$ cat config.mk
export PLATFORM = sky130hd
export DESIGN_NAME = step_sequencer
export DESIGN_NICKNAME = d
export VERILOG_FILES = /design/src/rtl/step_sequencer.sv
export SDC_FILE = /design/constraint.sdc
export NUM_CORES = 1
export LEC_CHECK = 0
export BUFFER_PORTS_ARGS = -buffer_cell sky130_fd_sc_hd__buf_4
export CORE_MARGIN = 2
export CORE_UTILIZATION = 55
export CTS_CLUSTER_SIZE = 12
export DETAILED_ROUTE_END_ITERATION = 10
export PLACE_DENSITY = 0.92
export SYNTH_ARGS = -nofsm -noshare
export SYNTH_HDL_FRONTEND = slang
export SYNTH_SLANG_ARGS = --single-unit
$ cat constraint.sdc
create_clock -name clk -period 3.8 [get_ports clk]
set_input_delay 0.19 -clock clk [delete_from_list [all_inputs] [get_ports clk]]
set_output_delay 0.19 -clock clk [all_outputs]
set_load 0.01 [all_outputs]
$ cat src/rtl/step_sequencer.sv
// Step/direction pulse sequencer: issues a commanded number of step pulses whose
// high and low phases are timed by an external interval timer, tracking signed position.
module step_sequencer (
    input  logic        clk,
    input  logic        reset,
    input  logic        cmd_valid,
    output logic        cmd_ready,
    input  logic [15:0] cmd_steps,
    input  logic [31:0] cmd_half,
    input  logic        cmd_dir,
    input  logic        abort,
    output logic        timer_start,
    output logic [31:0] timer_count,
    input  logic        timer_done,
    output logic        step,
    output logic        dir,
    output logic        busy,
    output logic        done,
    output logic        aborted,
    output logic [31:0] position
);

    typedef enum logic [2:0] {
        IDLE      = 3'd0,
        HIGH_WAIT = 3'd1,
        HIGH_REL  = 3'd2,
        LOW_WAIT  = 3'd3,
        LOW_REL   = 3'd4,
        FINISH    = 3'd5,
        DRAIN     = 3'd6
    } state_t;

    state_t      state;
    logic [15:0] remaining;

    // The *_REL states wait for the timer to drop its done flag before the next
    // interval starts, so any timer latency of one cycle or more is tolerated.
    always_ff @(posedge clk or negedge reset) begin
        if (!reset) begin
            state       <= IDLE;
            remaining   <= 16'd0;
            timer_count <= 32'd0;
            dir         <= 1'b0;
            position    <= 32'd0;
            aborted     <= 1'b0;
        end else begin
            aborted <= 1'b0;
            case (state)
                IDLE: begin
                    if (cmd_valid) begin
                        remaining   <= cmd_steps;
                        timer_count <= cmd_half;
                        dir         <= cmd_dir;
                        state       <= (cmd_steps == 16'd0) ? FINISH : HIGH_WAIT;
                    end
                end
                HIGH_WAIT: begin
                    if (abort) begin
                        state <= DRAIN;
                    end else if (timer_done) begin
                        state    <= HIGH_REL;
                        position <= dir ? position + 32'd1 : position - 32'd1;
                    end
                end
                HIGH_REL: begin
                    if (abort)
                        state <= DRAIN;
                    else if (!timer_done)
                        state <= LOW_WAIT;
                end
                LOW_WAIT: begin
                    if (abort)
                        state <= DRAIN;
                    else if (timer_done)
                        state <= LOW_REL;
                end
                LOW_REL: begin
                    if (abort) begin
                        state <= DRAIN;
                    end else if (!timer_done) begin
                        remaining <= remaining - 16'd1;
                        state     <= (remaining == 16'd1) ? FINISH : HIGH_WAIT;
                    end
                end
                FINISH: state <= IDLE;
                DRAIN: begin
                    // Let the timer release before reporting the abort.
                    if (!timer_done) begin
                        state   <= IDLE;
                        aborted <= 1'b1;
                    end
                end
                default: state <= IDLE;
            endcase
        end
    end

    assign cmd_ready   = (state == IDLE);
    assign busy        = (state != IDLE);
    assign step        = (state == HIGH_WAIT);
    assign timer_start = (state == HIGH_WAIT) || (state == LOW_WAIT);
    assign done        = (state == FINISH);

endmodule

; ---- After elaboration in Yosys (flattened, before gate mapping)
; Cells that the tools add are included.
[totals]
reg_bits = 85
latchBits = 0
mem_bits_rw = 0
rom_bits = 0
in_bits = 54
output_inout_bits = 71
elab_cells = 54
n_memories = 0
[classes]
n_addsub = 3
n_mul = 0
div = 0
order_cmp = 0
eq_ne = 15
shift = 0
mux = 20
n_bitwise = 1
reduce_logical = 9
[op_table]
columns = cell, count
row1 = two-way mux 16 bit, 3
row2 = two-way mux 3 bit, 12
row3 = "adder 32 x 1 -> 32 bit, second input constant", 1
row4 = two-way mux 32 bit, 1
row5 = one-hot mux 16 bit (2 select lines), 1
row6 = "subtractor 32 x 1 -> 32 bit, second input constant", 1
row7 = one-hot mux 3 bit (6 select lines), 1
row8 = "equality test 16 x 1 -> 1 bit, second input constant", 1
row9 = logical NOT 16 bit, 1
row10 = "subtractor 16 x 1 -> 16 bit, second input constant", 1
row11 = "inequality test 3 bit, second input constant", 4
row12 = "equality test 3 bit, second input constant", 3
row13 = "inequality test 2 bit, second input constant", 4
row14 = "equality test 3 x 2 -> 1 bit, second input constant", 2
row15 = AND reduction 6 bit, 1
row16 = AND reduction 4 bit, 1
row17 = "equality test 3 x 1 -> 1 bit, second input constant", 1
row18 = logical NOT 3 bit, 1
row19 = AND reduction 3 bit, 1
row20 = nonzero test 3 bit, 1
row21 = two-way mux 1 bit, 2
row22 = AND reduction 2 bit, 1
row23 = nonzero test 2 bit, 1
row24 = logical OR 1 bit, 1
row25 = NOT 1 bit, 1

; ---- Logic depth before layout (Yosys ltp)
; Gate-level depths: netlist of the first run.
[logic_depth]
ltp_word = 5
ltp_mapped = 12

; ---- Least setup slack after synthesis of the first run
; No wires, ideal clock.
[synth_timing]
path_kind = register to register
start = reg dir
end = reg position[31]
setup_time_ps = 80
arrival_time_ps = 3037
required_time_ps = 3720
setup_slack_ps = 683
path_stages_with_launch = 12
period_less_slack_ps = 3117
cell_sequence = dfrtp_1 > inv_1 > ha_1 > buf_6 > a21o_1 > a211o_1 > a41oi_2 > o31ai_1 > a221oi_2 > mux2i_1 > o21a_1 > xnor2_1
[synth_via]
elab_chain_len = 1
[synth_rtl]
columns = element, line_no
row1 = from (decl), 16  ; output logic dir,
row2 = from (signal assigned), 53  ; dir <= cmd_dir;
row3 = two-way mux 32 bit, 62  ; position <= dir ? position + 32'd1 : position - 32'd1;
row4 = to (signal assigned), 62
row5 = to (decl), 20  ; output logic [31:0] position
; No other way between the ends.
; A chain may end at the register's enable or synchronous reset.

; ---- Worst setup path in the final report of the first run
; Ends and elaborated chain as after synthesis.

==> results.md, run 1 <==
* Synth Cell Area at 0.00532 sq mm
* Cell Count Post-Placement at 803
* Min Tclk post-route at 3.30 ns
* Die Area at 0.0105 sq mm
* CTS tree: done
* Post-Layout Cell Count at 819
* Hold Vio Cnt, Final at 8
* Core area at 0.00933 sq mm
* Worst R2R End: position[31]$_DFFE_PN0P_
* Slew HR at 27.5%
* Delay-heaviest family, CP: compound AO/OA/AOI/OAI gates
* Startpoint Class: flop
* Number of synthesized register bits at 85
* Buf+Inv Stages, Crit Path at 2
* Cell variety after synth at 61
* Hpwl dp at 10.1 mm
* Routed WL per cell at 16.5 microns
* Layout Utilization at 70.1%
* Most frequent cells in the layout: buf_4, dfrtp_1, nand2_1
* Global placement routability congestion at 0.961
* R2R setup slack at 0.50 ns
* Die Y at 102 microns
* EDFF count, synth at 0
* Critical-path maximum fanout at 17
* Gate Count Post-Synth at 574
* CP Capture Type: flop
* Maxcap violations at 0
* Total setup buffers inserted after CTS at 0
* Kind of critical path: flop to flop
* Fmax at 303 MHz
* Final ANT Viol Nets at 0
* Initial Util at 57.0%
* Tightest Hold Check Type: primary input to asynchronous set/reset pin
* Vias in the first global route at 4738
* Critical-path cell list: inv_1 > buf_4 > ha_1 > o211ai_1 > o21a_1 > a21oi_2 > nor2_1 > o31ai_1 > a221oi_2 > mux2i_1 > o21a_1 > xnor2_1
* Critical Path Max Stage Delay at 0.47 ns
* Reg clk slew, reported paths at 0.09 ns
* CP Capture Point: position[31]$_DFFE_PN0P_
* Total negative slack at 0 ns
* Post-synth top flop: dfrtp_1
* Vias per cell at 5.91
* Fraction of layout cells with a size suffix above 1 at 27.7%
* Root buf cell: clkbuf_8
* N_diodes at 0
* CP dominant cell by count: o21a_1
* CTS sink count at 85
* Fin. max-slew vios at 0
* Clk Latency, worst-skew pair at 0.36 ns
* Port Buffers at 124
* Initial antenna violation count at 0
* WP data required at 4.09 ns
* Power consumption at 0.00707 W
* RR Startpoint: dir$_DFFE_PN0P_
* Syn nets at 661
* CP max-delay cell: inv_1
* Hold Buf Count CTS at 0
* Cts bufs inserted at 9
* Clock Skew at 0.0114 ns
* Post-Syn Area per Cell at 9.26 sq um
* Crit path DAT at 3.59 ns
* Status: complete, but fails checks
* Syn-to-layout area delta at 23.1%
* Final WS setup at 0.501 ns
* Row count at 35
* Number of H-tree levels at 3
* Leak at 3.03 nW
* Most common cell after layout, fill and taps aside: buf_4
* Routed vias at 4844
* Gates resized, CTS repair at 0
* 1st-iter DRT viols at 268
* Setup Viol. Count Final at 0
* Iteration count of the initial detailed-routing pass at 5
* Grt total ovfl at 0
* RSZ-0062 raised after global routing: no
* Hold Slack at -0.0207 ns
* Drt drc at 0
* Worst setup path startpoint: dir$_DFFE_PN0P_
* Levels on crit path at 12
* Async S/R FF share, synth at 100%
* Seq/Total Area, Yosys at 40.0%
* GRT Resource Usage Total at 26.6%
* Violated checks: hold timing
* Global-route wire length before repair at 22.1 mm
* Pwr dens at 1080 mW/mm^2
* Max rail drop VDD at 0.465 mV
* Io pins at 125
* Largest net degree at the start of global routing at 86
* Final net count at 772
* Period utilisation layout at 86.8%
* Dpl ws at 0.549 ns
* YS warnings at 0
* Longest Clk Path Bufs at 2
* Least-Margin Pin Slew at 1.09 ns
* Die W at 102 microns
* R2R depth at 12
* WL final at 13.5 mm
kinds of logic after synthesis:
logic type	Yosys count	synth area share, %
compound gates	185	21.9
simple gates	159	14.2
flops	85	40.0
buf+inv	46	3.48
mux	35	7.34
fa+ha+maj	34	8.10
xor+xnor	30	4.94
Yosys cell counts (6+ instances only):
cell	n	share of area (%)
nor4_1	6	0.71
xor2_1	18	3.0
xnor2_1	12	2.0
dfrtp_1	85	40
ha_1	32	7.5
nand2b_1	6	0.71
inv_1	16	1.1
nor3_1	18	1.7
nand2_1	62	4.4
nand3_1	8	0.75
a21o_1	15	2.1
o211ai_1	6	0.85
clkbuf_1	23	1.6
nor2_1	31	2.2
nand4_1	6	0.71
a21oi_1	52	4.9
mux2_2	32	6.8
o21ai_0	35	3.3
o21ai_1	32	3.0
a211oi_1	6	0.85
how the worst min path moves through the flow:
stage | end | slack, ns | cells past startpoint
after floorplan | aborted$_DFF_PN0_ | -0.11 | 0
after global routing | timer_count[19]$_DFFE_PN0P_ | 0.04 | 2
final | position[13]$_DFFE_PN0P_ | -0.02 | 1
after global placement | aborted$_DFF_PN0_ | 0.42 | 2
after detailed placement | timer_count[24]$_DFFE_PN0P_ | 0.43 | 2
after CTS | timer_count[24]$_DFFE_PN0P_ | 0.04 | 2
state kept, by name (all words and copies together) (netlist names):
| name | count |
|---|---|
| aborted | 1 |
| timer_count | 32 |
| dir | 1 |
| position | 32 |
| remaining | 16 |
| state | 3 |
through the flow:
step           area [sq um]  hold slack, ns
3_3_place_gp           6330           0.421
3_5_place_dp           6330           0.426
5_1_grt                6540          0.0367
4_1_cts                6540          0.0436
6_report               6540         -0.0207
2_1_floorplan          5320          -0.106
per-layer routing:
| layer | wire (microns) | vias to the layer above | track usage, % |
|---|---|---|---|
| met4 | 261 | 0 | 8.51 |
| li1 | - | 2299 | - |
| met2 | 6510 | 227 | 45.2 |
| met5 | 0 | - | 0 |
| met1 | 5640 | 2291 | 33.5 |
| met3 | 1080 | 27 | 6.36 |
report_power, final:
group | total [W] | internal, W | switching (W)
registers | 0.00178 | 0.00135 | 0.000426
clock network | 0.000684 | 0.000327 | 0.000357
logic | 0.00461 | 0.00208 | 0.00253
total | 0.00707 | 0.00376 | 0.00331
area by class of cell:
type,instances,area (sq um)
Clock inverter,6,70.1
Inverter,17,63.8
Fill cell,712,2790
Clock buffer,10,138
Timing Repair Buffer,129,968
Sequential cell,85,2130
Multi-Input combinational cell,443,3010
Tap cell,129,161
(Power assumes the default switching activity.)
==> inputs of run 2 (changes only) <==
Settings changed: CORE_UTILIZATION 55 to 49, PLACE_DENSITY 0.92 to 0.88.
Clock period 3.8 ns to 2.9 ns, I/O delays scaled along.
==> run 2 against run 1 <==
Against the previous run: the flow now finishes without violations; final cell count rose by 6.2%; sequential share of layout area fell by 2.3 points; largest cell class unchanged; worst setup slack lost 0.42 ns; highest routed layer unchanged; non-clock buffer count rose by 40; register-to-register slack got worse by 0.42 ns; via count is 5.2% higher; hold slack improved by 0.038 ns; total power rose by 39%; cell area grew 7.6%; utilization shrank 4.4 points.
==> results.md, run 2 (synthesized netlist as in run 1, its figures left out) <==
* Status: finished clean (was complete, but fails checks)
* Max rail drop VDD at 0.641 mV (was 0.465 mV)
* CP max-delay cell: dfrtp_2 (was inv_1)
* Routed vias at 5098 (was 4844)
* Vias per cell at 5.86 (was 5.91)
* CP Capture Type: flop (unchanged)
* Period utilisation layout at 97.3% (was 86.8%)
* Pwr dens at 1400 mW/mm^2 (was 1080 mW/mm^2)
* Slew HR at 47.1% (was 27.5%)
* Maxcap violations at 0 (unchanged)
* Longest Clk Path Bufs at 2 (unchanged)
* Fraction of layout cells with a size suffix above 1 at 30.1% (was 27.7%)
* 1st-iter DRT viols at 284 (was 268)
* Global placement routability congestion at 0.882 (was 0.961)
* Initial antenna violation count at 0 (unchanged)
* CP dominant cell by count: o21ai_1 (was o21a_1)
* Clk pwr share at 10.0% (was 9.7%)
* Die W at 108 microns (was 102 microns)
* Area post-placement at 0.00644 sq mm (was 0.00633 sq mm)
* CTS sink count at 85 (unchanged)
* Setup Viol. Count Final at 0 (unchanged)
* Clk Latency, worst-skew pair at 0.37 ns (was 0.36 ns)
* Int Power at 0.00526 W (was 0.00376 W)
* Initial Util at 49.7% (was 57.0%)
* Fmax at 354 MHz (was 303 MHz)
* Most common cell after layout, fill and taps aside: buf_4 (unchanged)
* Most frequent cells in the layout: buf_4, dfrtp_1, nand2_1 (unchanged)
* Global-route wire length before repair at 23.8 mm (was 22.1 mm)
* Layout Utilization at 65.8% (was 70.1%)
* Core area at 0.0107 sq mm (was 0.00933 sq mm)
* Routed WL per cell at 17.3 microns (was 16.5 microns)
* WP data required at 3.15 ns (was 4.09 ns)
* Syn-to-layout area delta at 32.4% (was 23.1%)
* Largest net degree at the start of global routing at 61 (was 86)
* Final ANT Viol Nets at 0 (unchanged)
* N_diodes at 0 (unchanged)
* Vias in the first global route at 5131 (was 4738)
* Critical-path cell list: clkinvlp_4 > buf_4 > ha_1 > a21oi_1 > o21ai_1 > and2_1 > o31a_1 > o21ai_2 > nand2_1 > a21boi_2 > xor2_1 > o21ai_1 (was inv_1 > buf_4 > ha_1 > o211ai_1 > o21a_1 > a21oi_2 > nor2_1 > o31ai_1 > a221oi_2 > mux2i_1 > o21a_1 > xnor2_1)
* RSZ-0062 raised after global routing: yes (was no)
* Kind of critical path: flop to flop (unchanged)
* Dpl ws at 0.0943 ns (was 0.549 ns)
* Sw power at 0.00457 W (was 0.00331 W)
* Crit path DAT at 3.07 ns (was 3.59 ns)
* Iteration count of the initial detailed-routing pass at 5 (unchanged)
* Die Area at 0.0117 sq mm (was 0.0105 sq mm)
* Min Tclk post-route at 2.82 ns (was 3.30 ns)
* Grt total ovfl at 0 (unchanged)
* Root buf cell: clkbuf_8 (unchanged)
* Least-Margin Pin Slew at 0.793 ns (was 1.09 ns)
* Number of H-tree levels at 3 (unchanged)
* Cts bufs inserted at 9 (unchanged)
* Largest registers: position (32), timer_count (32), remaining (16) (unchanged)
* Fillcell total at 826 (was 712)
* Row count at 38 (was 35)
* Reg clk slew, reported paths at 0.10 ns (was 0.09 ns)
* Clock Skew at 0.0129 ns (was 0.0114 ns)
* Final WS setup at 0.0777 ns (was 0.501 ns)
* Switching Fraction at 46.5% (was 46.9%)
* Seq pwr share at 23.7% (was 25.2%)
* Critical-path maximum fanout at 9 (was 17)
* Hpwl dp at 9.87 mm (was 10.1 mm)
* Startpoint Class: flop (unchanged)
* Port Buffers at 124 (unchanged)
* Die Y at 108 microns (was 102 microns)
* Final std cell area, no fill at 0.00704 sq mm (was 0.00654 sq mm)
* Fin. max-slew vios at 0 (unchanged)
* Drt drc at 0 (unchanged)
* Leak at 3.22 nW (was 3.03 nW)
* Comb pwr share at 66.3% (was 65.2%)
* WL final at 15.1 mm (was 13.5 mm)
* CTS tree: done (unchanged)
* Critical Path Max Stage Delay at 0.41 ns (was 0.47 ns)
* Final net count at 812 (was 772)
* GRT Resource Usage Total at 25.5% (was 26.6%)
* Hold Vio Cnt, Final at 0 (was 8)
* Io pins at 125 (unchanged)
* Tightest Hold Check Type: primary input to flop (was primary input to asynchronous set/reset pin)
==> run 2: changes by cell type in the layout (fill, tap and decap cells not counted), sizes merged <==
cell | before | now
buf | 129 | 139
dlygate4sd3 | 0 | 30
clkinvlp | 3 | 1
clkinv | 0 | 3
inv | 19 | 18
clkbuf | 10 | 9
bufinv | 1 | 2
==> run 2: per-stage QoR <==
stage	cells	hold WS (ns)	total power (W)	TNS (ns)
floorplan	574	-0.151	0.00654	-0.322
global placement	822	0.209	0.00817	0
detailed placement	822	0.214	0.00843	0
CTS	863	0.0000918	0.00945	0
global route	870	0.00478	0.0106	-0.253
finish	870	0.0170	0.00983	0
==> run 2: what timing repair did <==
action	in CTS	in global routing
hold buffers	25	5
gates resized for setup	0	17
setup endpoints to repair	0	11
endpoints found under the hold margin	73	5
buffers inserted	0	2
==> run 2: worst paths after layout <==
check | end | depth (start not counted) | start | slack, ns
min | timer_count[19]$_DFFE_PN0P_ | 2 | cmd_half[19] | 0.02
min reg2reg | remaining[15]$_DFFE_PN0P_ | 2 | remaining[15]$_DFFE_PN0P_ | 0.52
max in group asynchronous | timer_count[11]$_DFFE_PN0P_ | 3 | reset | 1.82
max | position[21]$_DFFE_PN0P_ | 12 | dir$_DFFE_PN0P_ | 0.08
max reg2reg | position[21]$_DFFE_PN0P_ | 12 | dir$_DFFE_PN0P_ | 0.08
min in group asynchronous | position[18]$_DFFE_PN0P_ | 2 | reset | 0.33
==> run 2: critical path, delay by kind of cell (launching register included) <==
| family | cells | cell delay [ns] |
|---|---|---|
| and+or+nand+nor | 2 | 0.34 |
| xor gates and xnor gates | 1 | 0.17 |
| AOI/OAI and AO/OA | 6 | 1.07 |
| adders and majority gates | 1 | 0.40 |
| buffers and inverters | 2 | 0.31 |
| DFF | 1 | 0.41 |
==> run 2: metal layers <==
metal	track usage [%]	share of wire (%)	up-vias
met3	6.45	7.8	38
li1	-	-	2376
met5	0	0	-
met2	43.0	51	243
met4	9.80	2.4	0
met1	31.3	39	2441
==> run 2: power groups by stage <==
stage               Clock, W  Sequential (W)  Combinational [W]
floorplan                  0         0.00240            0.00414
global placement           0         0.00229            0.00589
detailed placement         0         0.00232            0.00610
CTS                 0.000986         0.00231            0.00616
global route         0.00105         0.00242            0.00712
finish              0.000988         0.00233            0.00651
==> run 2: cell type report <==
| cell class | instances | area, sq um | share of cell area [%] |
|---|---|---|---|
| clock buffers | 9 | 124 | 1.76 |
| clock inverters | 7 | 96.3 | 1.37 |
| inverters | 17 | 67.6 | 0.960 |
| multi-input cells | 443 | 3100 | 44.0 |
| flip-flops and latches | 85 | 2130 | 30.2 |
| well taps | 140 | 175 | 2.49 |
| repair buffers | 169 | 1350 | 19.1 |
==> inputs of run 3 (changes only) <==
Settings changed: CORE_ASPECT_RATIO set to 0.75, REMOVE_ABC_BUFFERS set to 1.
==> run 3 against run 2 <==
Against the previous run: largest power group unchanged; first-iteration DRC count grew 28%; via count is 3.9% lower; sequential power is essentially flat; highest routed layer unchanged; sequential share of layout area is 1.2 points higher.
==> results.md, run 3 (synthesized netlist as in run 1, its figures left out) <==
* Io pins at 125 (unchanged)
* Kind of critical path: flop to flop (unchanged)
* Die Area at 0.0117 sq mm (about the same)
* Syn-to-layout area delta at 27.4% (was 32.4%)
* Hold Vio Cnt, Final at 0 (unchanged)
* Setup Viol. Count Final at 0 (unchanged)
* Fmax at 365 MHz (was 354 MHz)
* Tightest Hold Check Type: primary input to asynchronous set/reset pin (was primary input to flop)
* Vias in the first global route at 4713 (was 5131)
* DR top layer: met4 (unchanged)
* Min Tclk post-route at 2.74 ns (was 2.82 ns)
* Area post-placement at 0.00640 sq mm (was 0.00644 sq mm)
* CTS tree: done (unchanged)
* Final std cell area, no fill at 0.00677 sq mm (was 0.00704 sq mm)
* 1st-iter DRT viols at 363 (was 284)
* Crit path DAT at 2.95 ns (was 3.07 ns)
* CP max-delay cell: o31ai_1 (was dfrtp_2)
* Drt drc at 0 (unchanged)
* Grt total ovfl at 0 (unchanged)
* Maxcap violations at 0 (unchanged)
* Post-Layout Cell Count at 835 (was 870)
* Slew HR at 15.1% (was 47.1%)
* GRT Resource Usage Total at 23.5% (was 25.5%)
* WP data required at 3.11 ns (was 3.15 ns)
* Least-Margin Pin Slew at 1.27 ns (was 0.793 ns)
* Final ANT Viol Nets at 0 (unchanged)
* Clk Latency, worst-skew pair at 0.34 ns (was 0.37 ns)
* Root buf cell: clkbuf_16 (was clkbuf_8)
* Cell Count Post-Placement at 818 (was 822)
* CP Capture Type: flop (unchanged)
* Max rail drop VDD at 0.696 mV (was 0.641 mV)
* Fin. max-slew vios at 0 (unchanged)
* Met2 wire len at 6.63 mm (was 7.70 mm)
* Largest registers: position (32), timer_count (32), remaining (16) (unchanged)
* Initial Util at 51.1% (was 49.7%)
* Fraction of layout cells with a size suffix above 1 at 29.0% (was 30.1%)
* Most common cell after layout, fill and taps aside: buf_4 (unchanged)
* Final WS setup at 0.162 ns (was 0.0777 ns)
* Largest net degree at the start of global routing at 86 (was 61)
* Global placement routability congestion at 0.957 (was 0.882)
* N_diodes at 0 (unchanged)
* Most frequent cells in the layout: buf_4, dfrtp_1, nand2_1 (unchanged)
* Leak at 3.15 nW (was 3.22 nW)
* Die Y at 94.2 microns (was 108 microns)
* Number of H-tree levels at 3 (unchanged)
* Critical Path Max Stage Delay at 0.42 ns (was 0.41 ns)
* Critical-path cell list: inv_1 > buf_6 > ha_1 > and4_1 > o211ai_1 > a21oi_2 > nor2_1 > o31ai_1 > a221oi_2 > buf_4 > xor2_1 > o21ai_1 (was clkinvlp_4 > buf_4 > ha_1 > a21oi_1 > o21ai_1 > and2_1 > o31a_1 > o21ai_2 > nand2_1 > a21boi_2 > xor2_1 > o21ai_1)
* Core area at 0.0104 sq mm (was 0.0107 sq mm)
* Clock Skew at 0.00791 ns (was 0.0129 ns)
* Power consumption at 0.0100 W (was 0.00983 W)
* Pwr dens at 1480 mW/mm^2 (was 1400 mW/mm^2)
* Reg clk slew, reported paths at 0.07 ns (was 0.10 ns)
* RSZ-0062 raised after global routing: no (was yes)
* Status: finished clean (unchanged)
* WL final at 14.0 mm (was 15.1 mm)
* Hpwl dp at 10.1 mm (was 9.87 mm)
* Longest Clk Path Bufs at 2 (unchanged)
* Vias per cell at 5.87 (was 5.86)
* Row count at 32 (was 38)
* Final net count at 781 (was 812)
* Cts bufs inserted at 9 (unchanged)
* Startpoint Class: flop (unchanged)
* Iteration count of the initial detailed-routing pass at 5 (unchanged)
* Hold Slack at 0.00659 ns (was 0.0170 ns)
* Period utilisation layout at 94.4% (was 97.3%)
* Routed vias at 4901 (was 5098)
* Initial antenna violation count at 0 (unchanged)
* Global-route wire length before repair at 22.7 mm (was 23.8 mm)
* Dpl ws at 0.137 ns (was 0.0943 ns)
* Critical-path maximum fanout at 12 (was 9)
* Wire length on met3 at 874 microns (was 1.17 mm)
* CTS sink count at 85 (unchanged)
* Die W at 124 microns (was 108 microns)
* Port Buffers at 124 (unchanged)
* M1 WL at 6.17 mm (was 5.83 mm)
* Routed WL per cell at 16.8 microns (was 17.3 microns)
==> run 3: final timing paths <==
kind / from / end / slack, ns / depth (start not counted)
worst max register to register: dir$_DFFE_PN0P_ / position[23]$_DFFE_PN0P_ / 0.16 / 12
worst min register to register: remaining[15]$_DFFE_PN0P_ / remaining[15]$_DFFE_PN0P_ / 0.50 / 2
worst min-delay path: reset / position[14]$_DFFE_PN0P_ / 0.007 / 1
max in group asynchronous: reset / position[26]$_DFFE_PN0P_ / 2.17 / 1
worst max-delay path: dir$_DFFE_PN0P_ / position[23]$_DFFE_PN0P_ / 0.16 / 12
min in group clk: cmd_dir / dir$_DFFE_PN0P_ / 0.03 / 3
==> run 3: area by class of cell <==
class | instances | area (sq um)
Timing Repair Buffer | 138 | 1040
Clock buffer | 9 | 225
Sequential cell | 85 | 2130
Multi-Input combinational cell | 443 | 3020
Inverter | 17 | 63.8
Tap cell | 136 | 170
Fill cell | 842 | 3640
Clock inverter | 7 | 125
==> run 3: metrics by stage <==
step                TNS, ns  util (%)
floorplan             -1.74         -
global placement          0      61.5
detailed placement        0      61.5
CTS                       0      64.9
global route              0      65.1
finish                    0      65.1
==> run 3: per-layer routing <==
metal	up-vias	track usage (%)
li1	2323	-
met4	0	8.43
met5	-	0
met2	205	38.3
met1	2344	31.5
met3	29	4.73
==> run 3: where the power goes <==
group | internal [W] | switching (W)
Combinational | 0.00286 | 0.00348
Clock | 0.000855 | 0.000519
Sequential | 0.00178 | 0.000529
Total | 0.00549 | 0.00453
==> run 3: timing repair <==
| item | CTS | global route |
|---|---|---|
| hold endpoints to repair | 0 | 0 |
| endpoints found under the setup margin | 0 | 7 |
| setup buffers | 0 | 1 |
| hold buffers | 0 | 0 |
| gates resized for setup | 0 | 4 |
==> run 3: critical path: cells and delay by family (launching register included) <==
family | cells | cell delay, ns
flops | 1 | 0.34
simple gates | 2 | 0.30
xor+xnor | 1 | 0.20
fa+ha+maj | 1 | 0.40
compound gates | 5 | 0.98
buf+inv | 3 | 0.37
